===== src/rtl/timer_pkg.sv =====
// Shared definitions for the tune countdown timer: FSM encoding and BCD limits.
package timer_pkg;

  localparam int unsigned DIGIT_W      = 4;
  localparam int unsigned BCD_MAX      = 9;
  localparam int unsigned SEC_MAX_TENS = 5;
  localparam int unsigned MIN_MAX_TENS = 9;

  typedef enum logic [1:0] {
    SET  = 2'd0,
    RUN  = 2'd1,
    DONE = 2'd2
  } state_t;

endpackage : timer_pkg


===== src/rtl/bcd_field.sv =====
// Two-digit BCD up/down counter for one MM or SS field.
//   clock, reset     : clock, async active-high reset (clears to 00)
//   inc, dec         : one-cycle step requests (inc has priority)
//   ones, tens       : registered BCD digits
//   wrap_c           : combinational, high when this inc rolls max -> 00
//   borrow_c         : combinational, high when this dec rolls 00 -> max
module bcd_field
  import timer_pkg::*;
#(
  parameter int unsigned TENS_MAX = 5
) (
  input  logic               clock,
  input  logic               reset,
  input  logic               inc,
  input  logic               dec,
  output logic [DIGIT_W-1:0] ones,
  output logic [DIGIT_W-1:0] tens,
  output logic               wrap_c,
  output logic               borrow_c
);

  logic ones_max;
  logic tens_max;
  logic ones_zero;
  logic tens_zero;

  // Digit boundary detection shared by both directions
  always_comb begin
    ones_max  = (ones == DIGIT_W'(BCD_MAX));
    tens_max  = (tens == DIGIT_W'(TENS_MAX));
    ones_zero = (ones == '0);
    tens_zero = (tens == '0);
    wrap_c    = inc && ones_max && tens_max;
    borrow_c  = dec && !inc && ones_zero && tens_zero;
  end

  // Digit registers; the ones digit carries/borrows into tens inside the field
  always_ff @(posedge clock or posedge reset) begin
    if (reset) begin
      ones <= '0;
      tens <= '0;
    end else if (inc) begin
      if (ones_max) begin
        ones <= '0;
        tens <= tens_max ? '0 : tens + DIGIT_W'(1);
      end else begin
        ones <= ones + DIGIT_W'(1);
      end
    end else if (dec) begin
      if (ones_zero) begin
        ones <= DIGIT_W'(BCD_MAX);
        tens <= tens_zero ? DIGIT_W'(TENS_MAX) : tens - DIGIT_W'(1);
      end else begin
        ones <= ones - DIGIT_W'(1);
      end
    end
  end

endmodule : bcd_field


===== src/rtl/tune_countdown_timer.sv =====
// MM:SS tunable countdown timer.
//   clock, reset        : clock, async active-high reset
//   increment_signal    : one-cycle pulse, bumps the selected field while tuning
//   tunning             : level, requests set mode (aborts a running countdown)
//   field_sel           : 0 = seconds, 1 = minutes
//   start               : one-cycle pulse, starts countdown of a nonzero value
//   sec_ones..min_tens  : registered BCD digits for the display mux
//   running / expired   : registered status (RUN / DONE)
//   done                : one-cycle pulse in the cycle the digits reach 00:00
module tune_countdown_timer
  import timer_pkg::*;
#(
  parameter int unsigned CLK_HZ  = 50000000,
  parameter int unsigned PRESC_W = $clog2(CLK_HZ)
) (
  input  logic               clock,
  input  logic               reset,
  input  logic               increment_signal,
  input  logic               tunning,
  input  logic               field_sel,
  input  logic               start,
  output logic [DIGIT_W-1:0] sec_ones,
  output logic [DIGIT_W-1:0] sec_tens,
  output logic [DIGIT_W-1:0] min_ones,
  output logic [DIGIT_W-1:0] min_tens,
  output logic               running,
  output logic               expired,
  output logic               done
);

  state_t             state;
  logic [PRESC_W-1:0] presc;

  logic set_inc;
  logic sec_inc;
  logic min_inc;
  logic sec_dec;
  logic min_dec;
  logic tick;
  logic value_nz;
  logic last_sec;

  logic sec_wrap_c;
  logic sec_borrow_c;
  logic min_wrap_c;
  logic min_borrow_c;

  // Field enables. DONE accepts an increment in the same cycle it leaves for SET.
  always_comb begin
    set_inc  = increment_signal && tunning && ((state == SET) || (state == DONE));
    sec_inc  = set_inc && !field_sel;
    min_inc  = set_inc && field_sel;
    tick     = (state == RUN) && !tunning && (presc == PRESC_W'(CLK_HZ - 1));
    sec_dec  = tick;
    min_dec  = sec_borrow_c;
    value_nz = (sec_ones != '0) || (sec_tens != '0) ||
               (min_ones != '0) || (min_tens != '0);
    last_sec = (sec_ones == DIGIT_W'(1)) && (sec_tens == '0) &&
               (min_ones == '0) && (min_tens == '0);
  end

  bcd_field #(
    .TENS_MAX (SEC_MAX_TENS)
  ) u_sec (
    .clock    (clock),
    .reset    (reset),
    .inc      (sec_inc),
    .dec      (sec_dec),
    .ones     (sec_ones),
    .tens     (sec_tens),
    .wrap_c   (sec_wrap_c),
    .borrow_c (sec_borrow_c)
  );

  bcd_field #(
    .TENS_MAX (MIN_MAX_TENS)
  ) u_min (
    .clock    (clock),
    .reset    (reset),
    .inc      (min_inc),
    .dec      (min_dec),
    .ones     (min_ones),
    .tens     (min_tens),
    .wrap_c   (min_wrap_c),
    .borrow_c (min_borrow_c)
  );

  // Seconds wrap has no carry and minutes never borrow below 00:00
  logic unused_flags;
  assign unused_flags = ^{sec_wrap_c, min_wrap_c, min_borrow_c};

  // Mode FSM with prescaler and registered status outputs
  always_ff @(posedge clock or posedge reset) begin
    if (reset) begin
      state   <= SET;
      presc   <= '0;
      running <= 1'b0;
      expired <= 1'b0;
      done    <= 1'b0;
    end else begin
      done <= 1'b0;
      unique case (state)
        SET: begin
          if (start && !tunning && value_nz) begin
            state   <= RUN;
            presc   <= '0;
            running <= 1'b1;
          end
        end
        RUN: begin
          if (tunning) begin
            // Abort takes priority over a tick in the same cycle
            state   <= SET;
            presc   <= '0;
            running <= 1'b0;
          end else if (tick) begin
            presc <= '0;
            if (last_sec) begin
              state   <= DONE;
              running <= 1'b0;
              expired <= 1'b1;
              done    <= 1'b1;
            end
          end else begin
            presc <= presc + PRESC_W'(1);
          end
        end
        DONE: begin
          if (tunning) begin
            state   <= SET;
            expired <= 1'b0;
          end
        end
        default: begin
          state   <= SET;
          presc   <= '0;
          running <= 1'b0;
          expired <= 1'b0;
        end
      endcase
    end
  end

endmodule : tune_countdown_timer


===== config.mk =====
export PLATFORM = sky130hd
export DESIGN_NAME = tune_countdown_timer
export DESIGN_NICKNAME = d
export VERILOG_FILES = /design/src/rtl/timer_pkg.sv /design/src/rtl/bcd_field.sv /design/src/rtl/tune_countdown_timer.sv
export SDC_FILE = /design/constraint.sdc
export NUM_CORES = 1
export LEC_CHECK = 0
export CORE_AREA = 2 2 90 92
export DETAILED_ROUTE_END_ITERATION = 10
export DIE_AREA = 0 0 92 94
export MAX_ROUTING_LAYER = met4
export SLEW_MARGIN = 30
export SYNTH_ARGS = -nofsm -noshare
export SYNTH_HDL_FRONTEND = slang
export SYNTH_SLANG_ARGS = --single-unit

===== constraint.sdc =====
create_clock -name clock -period 5.8 [get_ports clock]
set_input_delay 1.16 -clock clock [delete_from_list [all_inputs] [get_ports clock]]
set_output_delay 1.16 -clock clock [all_outputs]
set_load 0.05 [all_outputs]

After elaboration in Yosys (flattened, before gate mapping)
Index checks and enable logic that the tools add are counted.
- add/sub/neg operators: 9
- bitwise gates (word level): 2
- reduce and logical (&&, ||, !) cells: 40
- eq/ne operators: 17
- multiplexer cells: 44
- operators with widths (cell ; count):
    two-way mux 4 bit ; 20
    two-way mux 26 bit ; 3
    case mux 26 bit (3 select lines) ; 1
    adder 26 x 1 -> 26 bit (second input constant) ; 1
    equality test 26 bit (second input constant) ; 1
    adder 4 x 1 -> 4 bit (second input constant) ; 4
    logical NOT 4 bit ; 4
    nonzero test 4 bit ; 4
    subtractor 4 x 1 -> 4 bit (second input constant) ; 4
    logical AND 1 bit ; 14
    equality test 4 bit (second input constant) ; 3
    two-way mux 1 bit ; 12
    two-way mux 2 bit ; 5
    != test 2 bit (second input constant) ; 4
    AND reduction 4 bit ; 2
    nonzero test 2 bit ; 4
    != test 2 x 1 -> 1 bit (second input constant) ; 3
    case mux 1 bit (3 select lines) ; 2
    case mux 2 bit (3 select lines) ; 1
    AND reduction 3 bit ; 2
    AND reduction 5 bit ; 1
    equality test 4 x 1 -> 1 bit (second input constant) ; 1
    equality test 4 x 3 -> 1 bit (second input constant) ; 1
    logical OR 1 bit ; 4
    8 further kinds ; 11
- word-level logic and storage cells: 121
- input bits: 6
- output and inout bits: 19
- flip-flop bits (word level): 47

Depth between registers and ports, before layout
Gate-level depths: netlist of run 1.
- depth after elaboration: 10
- mapped depth: 9
- gate-level depth less buffers: 6

Cells and area by module
From an unflattened synthesis of run 1, not the netlist that was laid out.
- cells, all modules: 328
- area total of the unflattened synthesis: 2936.6 µm²
- modules (own cells, without submodules) (module ; seq. area each (µm²) ; cells an instance ; times used ; area an instance (µm²)):
    tune_countdown_timer ; 775.7 ; 197 ; 1 ; 1788.0
    bcd_field at u_min ; 200.2 ; 67 ; 1 ; 576.8
    bcd_field at u_sec ; 200.2 ; 64 ; 1 ; 571.8

Least setup slack after synthesis of run 1
OpenSTA, ideal clock, no wires.
- path kind: input to register
- from: input port tunning
- to: register presc[16]
- setup slack: 3063 ps
- path buffers: 0
- stages on the path: 5
- arrival: 2658 ps
- library setup time: 79 ps
- required time: 5721 ps
- cells stage by stage: nor2_1 -> a21oi_1 -> a2111oi_2 -> or3b_2 -> a21oi_1
- word-level cells in the longest chain between the ends: 6
- elaborated cells between the ends (all ways): 10
- those cells by class: eq/ne (1); mux (3); reduce/logical (6)
- ends and longest elaborated chain (element ; RTL line ; RTL):
    start, declared ; tune_countdown_timer.sv:19 ; input logic tunning,
    logical NOT 1 bit ; tune_countdown_timer.sv:53, tune_countdown_timer.sv:104 ;
    logical AND 1 bit (2 in series) ; tune_countdown_timer.sv:53 ; tick = (state == RUN) && !tunning && (presc == PRESC_W'(CLK_HZ - 1));
    two-way mux 26 bit ; tune_countdown_timer.sv:116 ; end else if (tick) begin
    two-way mux 26 bit ; tune_countdown_timer.sv:111 ; if (tunning) begin
    case mux 26 bit (3 select lines) ; tune_countdown_timer.sv:102 ; unique case (state)
    end signal, assigned ; tune_countdown_timer.sv:125 ; presc <= presc + PRESC_W'(1);
    end, declared ; tune_countdown_timer.sv:32 ; logic [PRESC_W-1:0] presc;
Several ways; a longest one is shown, not always the timed one.
A chain may end at the register's enable or synchronous reset.

Worst setup path after layout of run 1
- from: input port tunning
- to: register presc[11]
Same word-level chain as after synthesis.

==> reports/summary.log, run 1 <==
[timing] tightest slew margin relative to the limit 49.84%
[timing] post-layout min period 3518 ps
[cts] CTS Root Buffer Type clkbuf_8
[layout] Final Non-Filler Cells 461
[die] Starting Density 39.64%
[global_route] combined global-route utilization of all metal layers 18.29%
[placed_design] HPWL Detailed 5058 µm
[cts] hold buffer count at cts 0
[detailed_routing] ANT nets after route 0
[die] Placement Rows 32
[layout] post-layout util 44.84%
[global_route] vias in the first global route 2489
[placed_design] cell total after placement 453
[layout] Inserted Diodes 0
[critical_path] critical path type input port to flop
[yosys] mean post-synth cell area 8.665 µm²
[yosys] predominant post-synthesis flop cell dfrtp_1
[cts] Resized cells post-CTS 0
[layout] ratio of cells with drive above 1 in the final layout 8.078%
[layout] post-route cell area 3411 µm²
[yosys] instance count of the mapped netlist 348
[timing] setup repair after global routing missed its margin false
[die] count of boundary I/O pins 25
[yosys] part of the Yosys area used for sequential elements 39.00%
[critical_path] R2R Path Start u_min.ones[0]
[yosys] post-synthesis cell area 3015 µm²
[pwr] total power divided by cell area 335.5 nW/µm²
[min_path] beginning of the worst hold path presc[6]
[critical_path] Max stage delay on crit path 640 ps
[timing] setup tns final 0 ps
[yosys] count of unique library cells instantiated by Yosys 59
[yosys] number of warnings printed during yosys synthesis 0
[timing] Final setup viols 0
[global_route] number of antenna violations at the first check in global routing 0
[placed_design] Worst Setup Slack post-DPL 1997 ps
[critical_path] CP Buf/Inv Count 1
[timing] number of failing hold endpoints at the final stage 0
[timing] fin crit share 60.65%
[layout] number of nets in the finished design 365
[run] Maximum Capacitance Violations 0
[yosys] Post-synth ARST share 100.0%
[cts] maximum clock insertion buffer count 2
[global_route] total gr overflow 0
[timing] slew at the pin closest to its max-slew limit 752.5 ps
[cts] total CTS buffers 5
[placed_design] PortBufs 24
[die] overall die width 92 µm
[timing] worst clock skew 8.908 ps
[global_route] global-route wire length before repair 12460 µm
[critical_path] slowest cell on the critical path a21o_1
[pwr] Max IR drop VDD 97.51 µV
[cts] # clock sinks 47
[detailed_routing] via density per instance 5.870
[critical_path] kind of end point of the critical path flop
[pwr] leakage power of the design 0.001255 µW
[die] vertical die dimension 94 µm
[cts] clock latency of the later-clocked register in the worst-skew pair 320 ps
[timing] peak clock frequency supported by timing 284.3 MHz
[critical_path] Critical Path Source Type input port
[detailed_routing] final routed DRC violation total 0
[critical_path] arrival time worst endpoint 3740 ps
[yosys] post-synthesis sequential element count 47
[timing] final setup margin 2282 ps
[min_path] min-delay worst type flop to flop
[cts] clock transition time at the flip-flop clock pins of the worst setup and hold paths 90 ps
[detailed_routing] iteration-0 DRC count of the detailed router 81
[layout] area overhead of the layout relative to synthesis 13.11%
[die] placeable core region 7607 µm²
[global_route] pin count of the biggest net entering global routing 48
[outcome] status finished clean
[critical_path] start point of the critical path tunning
[yosys] number of synthesized flops with an enable pin 0
[detailed_routing] WL/cell 15.97 µm
[detailed_routing] Pre-antenna DRT Iters 5
[cts] CTS tree built
[critical_path] data required time at the worst endpoint 6020 ps
[detailed_routing] via total after detailed routing 2706
[yosys] net count after synthesis 355
[cts] post-CTS repair timing setup buffer count 0
[cts] total number of H-tree levels 2
[critical_path] maximum net fanout on the critical path 27
[critical_path] cell-by-cell listing of the critical path clkdlybuf4s50_1, nor2_1, a21oi_1, a21o_1, nor2_2, nor4_1
[timing] number of slew-limit violations in the final report 0
[die] die area 8648 µm²
[placed_design] placer's final routability congestion estimate 0.9072
[critical_path] cell family with the largest share of critical-path delay compound AO/OA/AOI/OAI gates
[placed_design] cell area after placement 3311 µm²
[detailed_routing] wire length reported by the detailed router 7361 µm
==> cell families after synthesis <==
kind of cell | count (synthesis) | share of synthesized area [%]
AO/OA/AOI/OAI | 90 | 19.71
XOR/XNOR | 14 | 4.066
adder cells (fa/ha/maj) | 1 | 0.4149
buffers and inverters | 35 | 4.564
flip-flops | 47 | 39.00
multiplexers | 5 | 1.743
AND/OR/NAND/NOR | 156 | 30.50
==> synth_stat cells (7+ instances only) <==
library cell / n / share of area [%]
nand4_1: 10 / 2.1
a31oi_1: 13 / 2.7
inv_1: 12 / 1.5
clkbuf_1: 18 / 2.2
dfrtp_1: 47 / 39
nand3_1: 24 / 4.0
a21oi_1: 26 / 4.3
nand2b_1: 7 / 1.5
xnor2_1: 10 / 2.9
nor3_1: 12 / 2.0
o21ai_0: 15 / 2.5
nand2_1: 26 / 3.2
and3_1: 8 / 1.7
nor2_1: 25 / 3.1
nor4_1: 10 / 2.1
==> cell type report <==
type,instances,area [µm²]
inverter,12,47.55
sequential,47,1176
timing repair buffer,26,255.2
multi-input combinational,266,1704
tap,102,127.6
clock buffer,8,100.1
fill,744,4197
==> routing by layer <==
metal | vias to the layer above | part of all wire, % | global-route usage [%]
li1 | 1335 | - | -
met1 | 1318 | 48 | 24.18
met2 | 47 | 47 | 29.90
met3 | 6 | 3.5 | 2.648
met4 | 0 | 0.68 | 4.478
met5 | - | 0 | -
==> placed cells by master (no fill, tap or decap), types with 11 or more instances in the layout <==
master           instances
dfrtp_1                 47
nand2_1                 26
nand3_1                 24
nor2_1                  24
clkdlybuf4s50_1         24
o21ai_0                 15
a21oi_1                 26
inv_1                   11
nor3_1                  12
a31oi_1                 13
==> registers in the layout, summed over array words and instances, names as in the netlist <==
signal      flops
running         1
u_min.tens      4
done            1
presc          26
expired         1
state           2
u_sec.ones      4
u_min.ones      4
u_sec.tens      4
==> report_power, final <==
group	internal [µW]	leakage (µW)	switching, µW
Clock	109	0.0000515	118
Combinational	162	0.000575	266
Sequential	372	0.000629	117
==> worst reg2reg max path, stage by stage, from the launching register on <==
cell	delay [ps]
dfrtp_1	560
nor4_1	560
and4_1	540
a21o_1	670
nor2_2	330
nor4_1	320
==> worst paths after layout <==
path / end / slack (ps) / cells past startpoint
setup / recovery: presc[11] / 2280 / 6
hold / removal: presc[6] / 500 / 1
setup reg to reg: presc[11] / 2730 / 5
hold reg to reg: presc[6] / 500 / 1
max in group asynchronous: presc[2] / 4130 / 2
min in group asynchronous: u_min.ones[1] / 1270 / 2
==> stage by stage <==
stage                     total power [µW]  hold slack (ps)
after floorplan                      800.3            465.8
after CTS                             1151            508.9
after global routing                  1212            533.5
after global placement               916.6            497.6
final                                 1144            504.8
after detailed placement             923.8            500.0
No activity file was read; power rests on OpenSTA's default activity.
==> inputs of run 2 (changes only) <==
==> constraint.sdc (replaced) <==
create_clock -name clock -period 2.96 [get_ports clock]
set_input_delay 0.592 -clock clock [delete_from_list [all_inputs] [get_ports clock]]
set_output_delay 0.592 -clock clock [all_outputs]
set_load 0.05 [all_outputs]
==> run 2 against run 1 <==
Effect of this change: total power increased by 96%; die area did not move; global-route usage grew 0.35 points; combinational power increased by 110%; via count rose by 2.9%; largest power group unchanged.
==> reports/summary.log, run 2 (synthesis gave the netlist of run 1 again) <==
[placed_design] placer's final routability congestion estimate 0.8728
[critical_path] Critical Path Source Type flop
[detailed_routing] wire length reported by the detailed router 7421 µm
[critical_path] data required time at the worst endpoint 3150 ps
[global_route] combined global-route utilization of all metal layers 18.64%
[critical_path] R2R Path Start presc[18]
[cts] total CTS buffers 5
[critical_path] kind of end point of the critical path flop
[layout] number of flip-flops in the largest register 26
[pwr] Max IR drop VDD 213.2 µV
[global_route] total gr overflow 0
[layout] number of nets in the finished design 385
[die] vertical die dimension 94 µm
[layout] Inserted Diodes 0
[run] Maximum Capacitance Violations 0
[critical_path] CP most frequent cell or4_4
[die] count of boundary I/O pins 25
[cts] post-CTS repair timing setup buffer count 0
[timing] worst slack on hold paths 525.8 ps
[min_path] min-delay worst type flop to flop
[critical_path] cell-by-cell listing of the critical path or4_4, or4_4, nor3_4, buf_4, o21ai_0, a221o_1
[layout] post-route cell area 3540 µm²
[layout] post-layout util 46.53%
[timing] Final setup viols 0
[cts] clock latency of the later-clocked register in the worst-skew pair 300 ps
[timing] post-layout min period 2522 ps
[timing] tightest slew margin relative to the limit 59.17%
[detailed_routing] final routed DRC violation total 0
[min_path] beginning of the worst hold path presc[6]
[cts] CTS tree built
[cts] total number of H-tree levels 2
[critical_path] arrival time worst endpoint 2710 ps
[detailed_routing] iteration-0 DRC count of the detailed router 96
[timing] setup tns final 0 ps
[layout] most frequent standard cell in the layout excluding fill and tap cells dfrtp_1
[timing] slew at the pin closest to its max-slew limit 606.9 ps
[layout] highest-count cells in the layout ignoring fill and taps dfrtp_1, a21oi_1, nand2_1
[placed_design] HPWL Detailed 5317 µm
[critical_path] start point of the critical path presc[18]
[placed_design] PortBufs 24
[cts] clock transition time at the flip-flop clock pins of the worst setup and hold paths 90 ps
[detailed_routing] via total after detailed routing 2785
[die] die area 8648 µm²
[detailed_routing] ANT nets after route 0
[global_route] vias in the first global route 2683
[die] placeable core region 7607 µm²
[critical_path] slowest cell on the critical path or4_4
[timing] number of failing hold endpoints at the final stage 0
[critical_path] maximum net fanout on the critical path 8
[global_route] global-route wire length before repair 12920 µm
[detailed_routing] via density per instance 5.790
[die] Starting Density 39.64%
[timing] peak clock frequency supported by timing 396.6 MHz
[timing] final setup margin 438.3 ps
[die] overall die width 92 µm
[timing] worst clock skew 8.106 ps
[cts] CTS Root Buffer Type clkbuf_8
[global_route] pin count of the biggest net entering global routing 48
[critical_path] Max stage delay on crit path 590 ps
[timing] fin crit share 85.19%
[cts] Resized cells post-CTS 0
[global_route] number of antenna violations at the first check in global routing 0
[detailed_routing] WL/cell 15.43 µm
[timing] number of slew-limit violations in the final report 0
[layout] Biggest register presc
[cts] # clock sinks 47
[layout] ratio of cells with drive above 1 in the final layout 12.93%
[pwr] leakage power of the design 0.001354 µW
[timing] setup repair after global routing missed its margin false
[cts] maximum clock insertion buffer count 2
[placed_design] Worst Setup Slack post-DPL 360.3 ps
[pwr] total power divided by cell area 632.6 nW/µm²
[critical_path] critical path type flop to flop
[cts] hold buffer count at cts 0
[placed_design] cell area after placement 3456 µm²
[layout] area overhead of the layout relative to synthesis 17.39%
[detailed_routing] Pre-antenna DRT Iters 4
[outcome] status finished clean
[die] Placement Rows 32
==> run 2: cell count changes in the layout (fill, tap and decap cells not counted), sizes merged <==
cell    before  now
clkbuf       8    5
clkinv       0    3
buf          2   22
==> run 2: worst paths after layout <==
kind	endpoint	slack, ps	depth (start not counted)
setup reg to reg	u_min.ones[2]	440	6
min in group asynchronous	u_min.ones[1]	770	3
setup / recovery	u_min.ones[2]	440	6
max in group asynchronous	u_sec.ones[3]	1780	3
hold / removal	presc[6]	530	1
hold reg to reg	presc[6]	530	1
==> run 2: metrics by stage <==
stage | cells | power [µW]
global route | 481 | 2377
global placement | 473 | 1850
finish | 481 | 2239
CTS | 481 | 2259
floorplan | 348 | 1568
detailed placement | 473 | 1862
==> run 2: per-layer routing <==
layer	part of all wire, %	up-vias	track usage (%)
met4	1.1	0	4.478
met3	4.3	10	3.130
met1	45	1334	23.87
li1	-	1373	-
met5	0	-	-
met2	50	68	31.13
==> run 2: power by group <==
part	total [µW]	internal [µW]	switching, µW
Clock	391	162	229
Combinational	912	354	558
Sequential	936	730	206
==> run 2: cell type report <==
class	count	area, µm²
fill	752	4068
multi-input combinational	266	1702
sequential	47	1176
timing repair buffer	46	405.4
tap	102	127.6
clock buffer	5	68.82
inverter	12	45.04
clock inverter	3	15.01
==> run 2: critical path, delay by kind of cell (launching register included) <==
kind	cells	cell delay, ps
buffers and inverters	1	190
flip-flops	1	450
AND/OR/NAND/NOR	3	1380
AO/OA/AOI/OAI	2	380
